**src/rtl/seq_run_tracker.sv**
```systemverilog
// Run tracker for the "11" detector level output: filters short runs, pulses once
// per qualified run, and keeps run count, run lengths and a sticky threshold alarm.
module seq_run_tracker #(
  parameter int unsigned MIN_LEN = 2,
  parameter int unsigned LW      = 8,
  parameter int unsigned CW      = 8,
  parameter int unsigned THRESH  = 4
) (
  input  logic          clk,
  input  logic          reset,
  input  logic          det,
  input  logic          clr,
  output logic          det_pulse,
  output logic [CW-1:0] run_count,
  output logic [LW-1:0] cur_len,
  output logic [LW-1:0] max_len,
  output logic          alarm,
  output logic [1:0]    state_o
);

  typedef enum logic [1:0] {
    IDLE    = 2'd0,
    QUAL    = 2'd1,
    RUN     = 2'd2,
    ILLEGAL = 2'd3
  } state_t;

  localparam logic [LW-1:0] LEN_MAX = '1;
  localparam logic [CW-1:0] CNT_MAX = '1;

  state_t        state, state_d;
  logic [LW-1:0] cur_len_d, max_len_d, max_base;
  logic [LW:0]   len_inc;
  logic [CW-1:0] count_d;
  logic          pulse_d, alarm_d, qualify, run_exit;

  // State and registered outputs
  always_ff @(posedge clk or posedge reset) begin
    if (reset) begin
      state     <= IDLE;
      cur_len   <= '0;
      max_len   <= '0;
      run_count <= '0;
      det_pulse <= 1'b0;
      alarm     <= 1'b0;
    end else begin
      state     <= state_d;
      cur_len   <= cur_len_d;
      max_len   <= max_len_d;
      run_count <= count_d;
      det_pulse <= pulse_d;
      alarm     <= alarm_d;
    end
  end

  assign state_o = state;

  // Next-state, run length and statistics
  always_comb begin
    state_d   = state;
    cur_len_d = cur_len;
    qualify   = 1'b0;
    run_exit  = 1'b0;
    len_inc   = {1'b0, cur_len} + (LW+1)'(1);

    case (state)
      IDLE: begin
        if (det) begin
          cur_len_d = LW'(1);
          if (MIN_LEN == 1) begin
            state_d = RUN;
            qualify = 1'b1;
          end else begin
            state_d = QUAL;
          end
        end
      end
      QUAL: begin
        if (det) begin
          cur_len_d = len_inc[LW-1:0];
          if (32'(len_inc) == MIN_LEN) begin
            state_d = RUN;
            qualify = 1'b1;
          end
        end else begin
          state_d   = IDLE;
          cur_len_d = '0;
        end
      end
      RUN: begin
        if (det) begin
          if (cur_len != LEN_MAX) cur_len_d = len_inc[LW-1:0];
        end else begin
          state_d   = IDLE;
          cur_len_d = '0;
          run_exit  = 1'b1;
        end
      end
      default: begin
        state_d   = IDLE;
        cur_len_d = '0;
      end
    endcase

    // clr zeroes the stats first so a same-cycle qualify or exit lands on top of it
    count_d   = clr ? '0 : run_count;
    alarm_d   = clr ? 1'b0 : alarm;
    max_base  = clr ? '0 : max_len;
    max_len_d = max_base;
    pulse_d   = qualify;

    if (qualify) begin
      if (count_d != CNT_MAX) count_d = count_d + CW'(1);
      if (32'(count_d) >= THRESH) alarm_d = 1'b1;
    end

    if (run_exit && (cur_len > max_base)) max_len_d = cur_len;
  end

endmodule

```
**config.mk**
```make
export PLATFORM = sky130hd
export DESIGN_NAME = seq_run_tracker
export DESIGN_NICKNAME = d
export VERILOG_FILES = /design/src/rtl/seq_run_tracker.sv
export SDC_FILE = /design/constraint.sdc
export NUM_CORES = 1
export LEC_CHECK = 0
export ABC_AREA = 1
export CAP_MARGIN = 10
export CORE_MARGIN = 2
export CORE_UTILIZATION = 53
export CTS_CLUSTER_SIZE = 30
export DETAILED_ROUTE_END_ITERATION = 7
export PLACE_DENSITY_LB_ADDON = 0.25
export SYNTH_ARGS = -nofsm -noshare
export SYNTH_HDL_FRONTEND = slang
export SYNTH_SLANG_ARGS = --single-unit
export TNS_END_PERCENT = 1
```
**constraint.sdc**
```tcl
create_clock -name clk -period 1.94 [get_ports clk]
set_input_delay 0.582 -clock clk [delete_from_list [all_inputs] [get_ports clk]]
set_output_delay 0.582 -clock clk [all_outputs]
set_load 0.02 [all_outputs]
```
==> qor.json <==
{
  "cap_viol_max_count": {"value": 0},
  "synth_top_cell_area_share": {"value": 37.11, "unit": "%"},
  "grt_start_max_net_pins": {"value": 29},
  "cts_made_buffers": {"value": 3},
  "cts_tree": {"value": "done"},
  "avgSynthCellArea": {"value": 7.152, "unit": "sq um"},
  "routed_wire_length_per_instance": {"value": 12.84, "unit": "um"},
  "synth_fp_nets": {"value": 282},
  "coreArea": {"value": 3390, "unit": "sq um"},
  "master_of_the_slowest_instance_on_the_critical_path": {"value": "sky130_fd_sc_hd__clkdlybuf4s50_1"},
  "tritoncts_num_sinks": {"value": 28},
  "power_per_cell_area": {"value": 764.8, "unit": "nW/um^2"},
  "ctsRootBufferMaster": {"value": "sky130_fd_sc_hd__clkbuf_4"},
  "rsz0062_at_grt": {"value": "yes"},
  "result_of_the_run": {"value": "finished clean"},
  "timing.critical_path.from": {"value": "max_len[0]"},
  "clock_pin_slew_of_the_registers_on_the_worst_case_setup_and_hold_paths": {"value": 0.15, "unit": "ns"},
  "drive_gt1_share": {"value": 24.32, "unit": "%"},
  "numPortBuffers": {"value": 31},
  "max_clock_freq": {"value": 525.2, "unit": "MHz"},
  "clock_tree.htree_level_count": {"value": 1},
  "final.min_clock_period": {"value": 1.904, "unit": "ns"},
  "num_vias": {"value": 1967},
  "netlist-cell-type-count": {"value": 26},
  "grt_antenna_before_repair": {"value": 0},
  "grt_pass1_wl": {"value": 8259, "unit": "um"},
  "max_stage_delay": {"value": 0.60, "unit": "ns"},
  "stdcell_count": {"value": 379},
  "synth_seq_area_share": {"value": 37.11, "unit": "%"},
  "netlist_top_cells_area": {"value": "sky130_fd_sc_hd__dfrtp_1, sky130_fd_sc_hd__nand2_1, sky130_fd_sc_hd__ha_1"},
  "antenna_violating_nets_post_route": {"value": 0},
  "die_height": {"value": 63.69, "unit": "um"},
  "timing.critical_path.required": {"value": 1.36, "unit": "ns"},
  "setup_viol_count_final": {"value": 0},
  "synth-seq-cells": {"value": 28},
  "crit_cells": {"value": 1},
  "met2_usage": {"value": 44.08, "unit": "%"},
  "hold_violations": {"value": 0},
  "die_area": {"value": 4056, "unit": "sq um"},
  "row_count": {"value": 21},
  "drt_pre_antenna_iters": {"value": 4},
  "grt_pass1_vias": {"value": 1883},
  "critical_path_arrival": {"value": 1.32, "unit": "ns"},
  "clk-insertion-delay-late": {"value": 0.33, "unit": "ns"},
  "critical_path_class": {"value": "reg2out"},
  "diodes": {"value": 0},
  "synthesis.yosys.warnings": {"value": 0},
  "gr-usage-all-layers": {"value": 25.50, "unit": "%"},
  "ff2ff_path_depth": {"value": 12},
  "nNetsFinal": {"value": 353},
  "dp_hpwl": {"value": 3501, "unit": "um"},
  "endpoint": {"value": "max_len[0]"},
  "fin_util": {"value": 79.99, "unit": "%"},
  "area_growth_syn_to_layout": {"value": 43.61, "unit": "%"},
  "post-place-cells": {"value": 368},
  "cpLargestDelayFamily": {"value": "buffers and inverters"},
  "routed_wl": {"value": 4865, "unit": "um"},
  "place_congestion": {"value": 0.8717},
  "cts.hold.buffers_added": {"value": 0},
  "netlist_area": {"value": 1888, "unit": "sq um"},
  "yosysTopAreaCell": {"value": "sky130_fd_sc_hd__dfrtp_1"},
  "remaining_drc_errors": {"value": 0},
  "initial_core_util": {"value": 55.70, "unit": "%"},
  "final_critical_path_share_of_the_clock_period": {"value": 98.14, "unit": "%"},
  "max_slew.worst_pin.slew": {"value": 0.3690, "unit": "ns"},
  "drt_first_iter_violations": {"value": 149},
  "die_w": {"value": 63.69, "unit": "um"},
  "global_routing_s_busiest_layer": {"value": "met2"},
  "reg2reg_to": {"value": "alarm"},
  "timing.max_slew.rel_slack": {"value": 75.40, "unit": "%"},
  "worst_reg_to_reg_setup_slack": {"value": 0.12, "unit": "ns"},
  "critical_path.max_fanout": {"value": 2},
  "worst_clock_skew": {"value": 0.003627, "unit": "ns"},
  "met3_grt_util": {"value": 2.857, "unit": "%"},
  "timing.critical_path.from_type": {"value": "flop"},
  "timing.final.max_slew_violations": {"value": 0},
  "total_leakage_power": {"value": 1.618, "unit": "nW"},
  "ir_worst_vdd": {"value": 662.0, "unit": "uV"},
  "type_of_the_tightest_min_delay_check": {"value": "reg2reg"},
  "global_route.usage.met1": {"value": 33.67, "unit": "%"},
  "cp.buffers_inverters": {"value": 1},
  "cts_max_path_buffers": {"value": 2},
  "nFillCells": {"value": 224},
  "postSynthCellCount": {"value": 264},
  "rr_startpoint": {"value": "cur_len[1]"},
  "globalRouteOverflowTotal": {"value": 0},
  "design.portCount": {"value": 32},
  "drt-vias-per-instance": {"value": 5.190},
  "crit_chain": {"value": "clkdlybuf4s50_1"},
  "critical_path_end_type": {"value": "output pin"}
}
==> how the worst min path moves through the flow <==
stage	from	endpoint	slack (ns)	depth (start not counted)
2_1_floorplan	alarm	alarm	0.58	2
3_3_place_gp	alarm	alarm	0.47	2
3_5_place_dp	alarm	alarm	0.48	2
6_report	alarm	alarm	0.52	2
5_1_grt	alarm	alarm	0.57	2
4_1_cts	alarm	alarm	0.52	2
==> metrics by stage <==
stage                     setup WS [ns]   TNS, ns  instance area [sq um]  power [W]  hold slack (ns)
final                           0.03612         0                   2711   0.002074           0.5239
after global routing           -0.03921   -0.1980                   2711   0.002231           0.5654
after CTS                      -0.05082  -0.05082                   2629   0.002006           0.5169
after detailed placement        -0.5576    -7.250                   2545   0.001763           0.4838
after global placement          -0.4681    -6.320                   2545   0.001725           0.4657
after floorplan                 -0.1667    -1.271                   2013   0.001369           0.5840
==> timing repair <==
item	CTS	global route
pin swaps	4	4
resized for setup	29	16
cloned	1	0
endpoints found under the setup margin	27	29
buffers inserted	2	5
==> layout by cell type, fill, tap and decap left out, types with 6 or more instances in the layout <==
cell type / instances
sky130_fd_sc_hd__buf_4: 37
sky130_fd_sc_hd__dfrtp_1: 25
sky130_fd_sc_hd__dlygate4sd2_1: 16
sky130_fd_sc_hd__dlymetal6s2s_1: 11
sky130_fd_sc_hd__ha_1: 8
sky130_fd_sc_hd__ha_4: 6
sky130_fd_sc_hd__inv_1: 32
sky130_fd_sc_hd__nand2_1: 77
sky130_fd_sc_hd__nand2_2: 7
sky130_fd_sc_hd__nand3_1: 30
sky130_fd_sc_hd__nor2_1: 18
sky130_fd_sc_hd__o21ai_0: 10
sky130_fd_sc_hd__o21ai_1: 11
==> cell usage after synthesis, drive strengths merged <==
cell type	instances
a21oi	5
inv	36
nand2	88
a41oi	1
nand3b	2
clkinv	2
dfrtp	28
o22ai	1
ha	14
o211ai	1
nand3	33
o21ai	22
nor2	24
buf	2
clkbuf	3
nand4	2
==> area by class of cell <==
cell class                 count  area, sq um  area share [%]
multi-input combinational    193         1140           42.04
timing repair inverter         1        8.758          0.3230
inverter                      38        160.2           5.907
sequential                    28        704.4           25.98
tap                           46        57.56           2.123
timing repair buffer          70        618.1           22.80
clock buffer                   3        22.52          0.8306
==> state kept, by name, indices dropped and copies added, names as in the netlist <==
name,cells
state_o,2
cur_len,8
run_count,8
max_len,8
alarm,1
det_pulse,1
==> routing by layer <==
| metal | share of wire (%) | routed length (um) | up-vias |
|---|---|---|---|
| met5 | 0 | 0 | - |
| met2 | 48 | 2354 | 71 |
| met3 | 5.2 | 251 | 4 |
| met4 | 0.72 | 35 | 0 |
| li1 | - | - | 986 |
| met1 | 46 | 2224 | 906 |
==> cell families after synthesis <==
logic type | Yosys count | share of synthesized area (%)
AND/OR/NAND/NOR | 149 | 35.72
buffers and inverters | 43 | 9.344
AO/OA/AOI/OAI | 30 | 8.549
flip-flops | 28 | 37.11
adder cells (fa/ha/maj) | 14 | 9.278
==> report_power, final <==
part	switching (W)	internal, W	total [W]
logic	0.000644	0.000467	0.00111
clock network	0.000179	0.0000730	0.000252
registers	0.0000645	0.000647	0.000711
total	0.000887	0.00119	0.00207
Power figures use the tool's default switching activity.
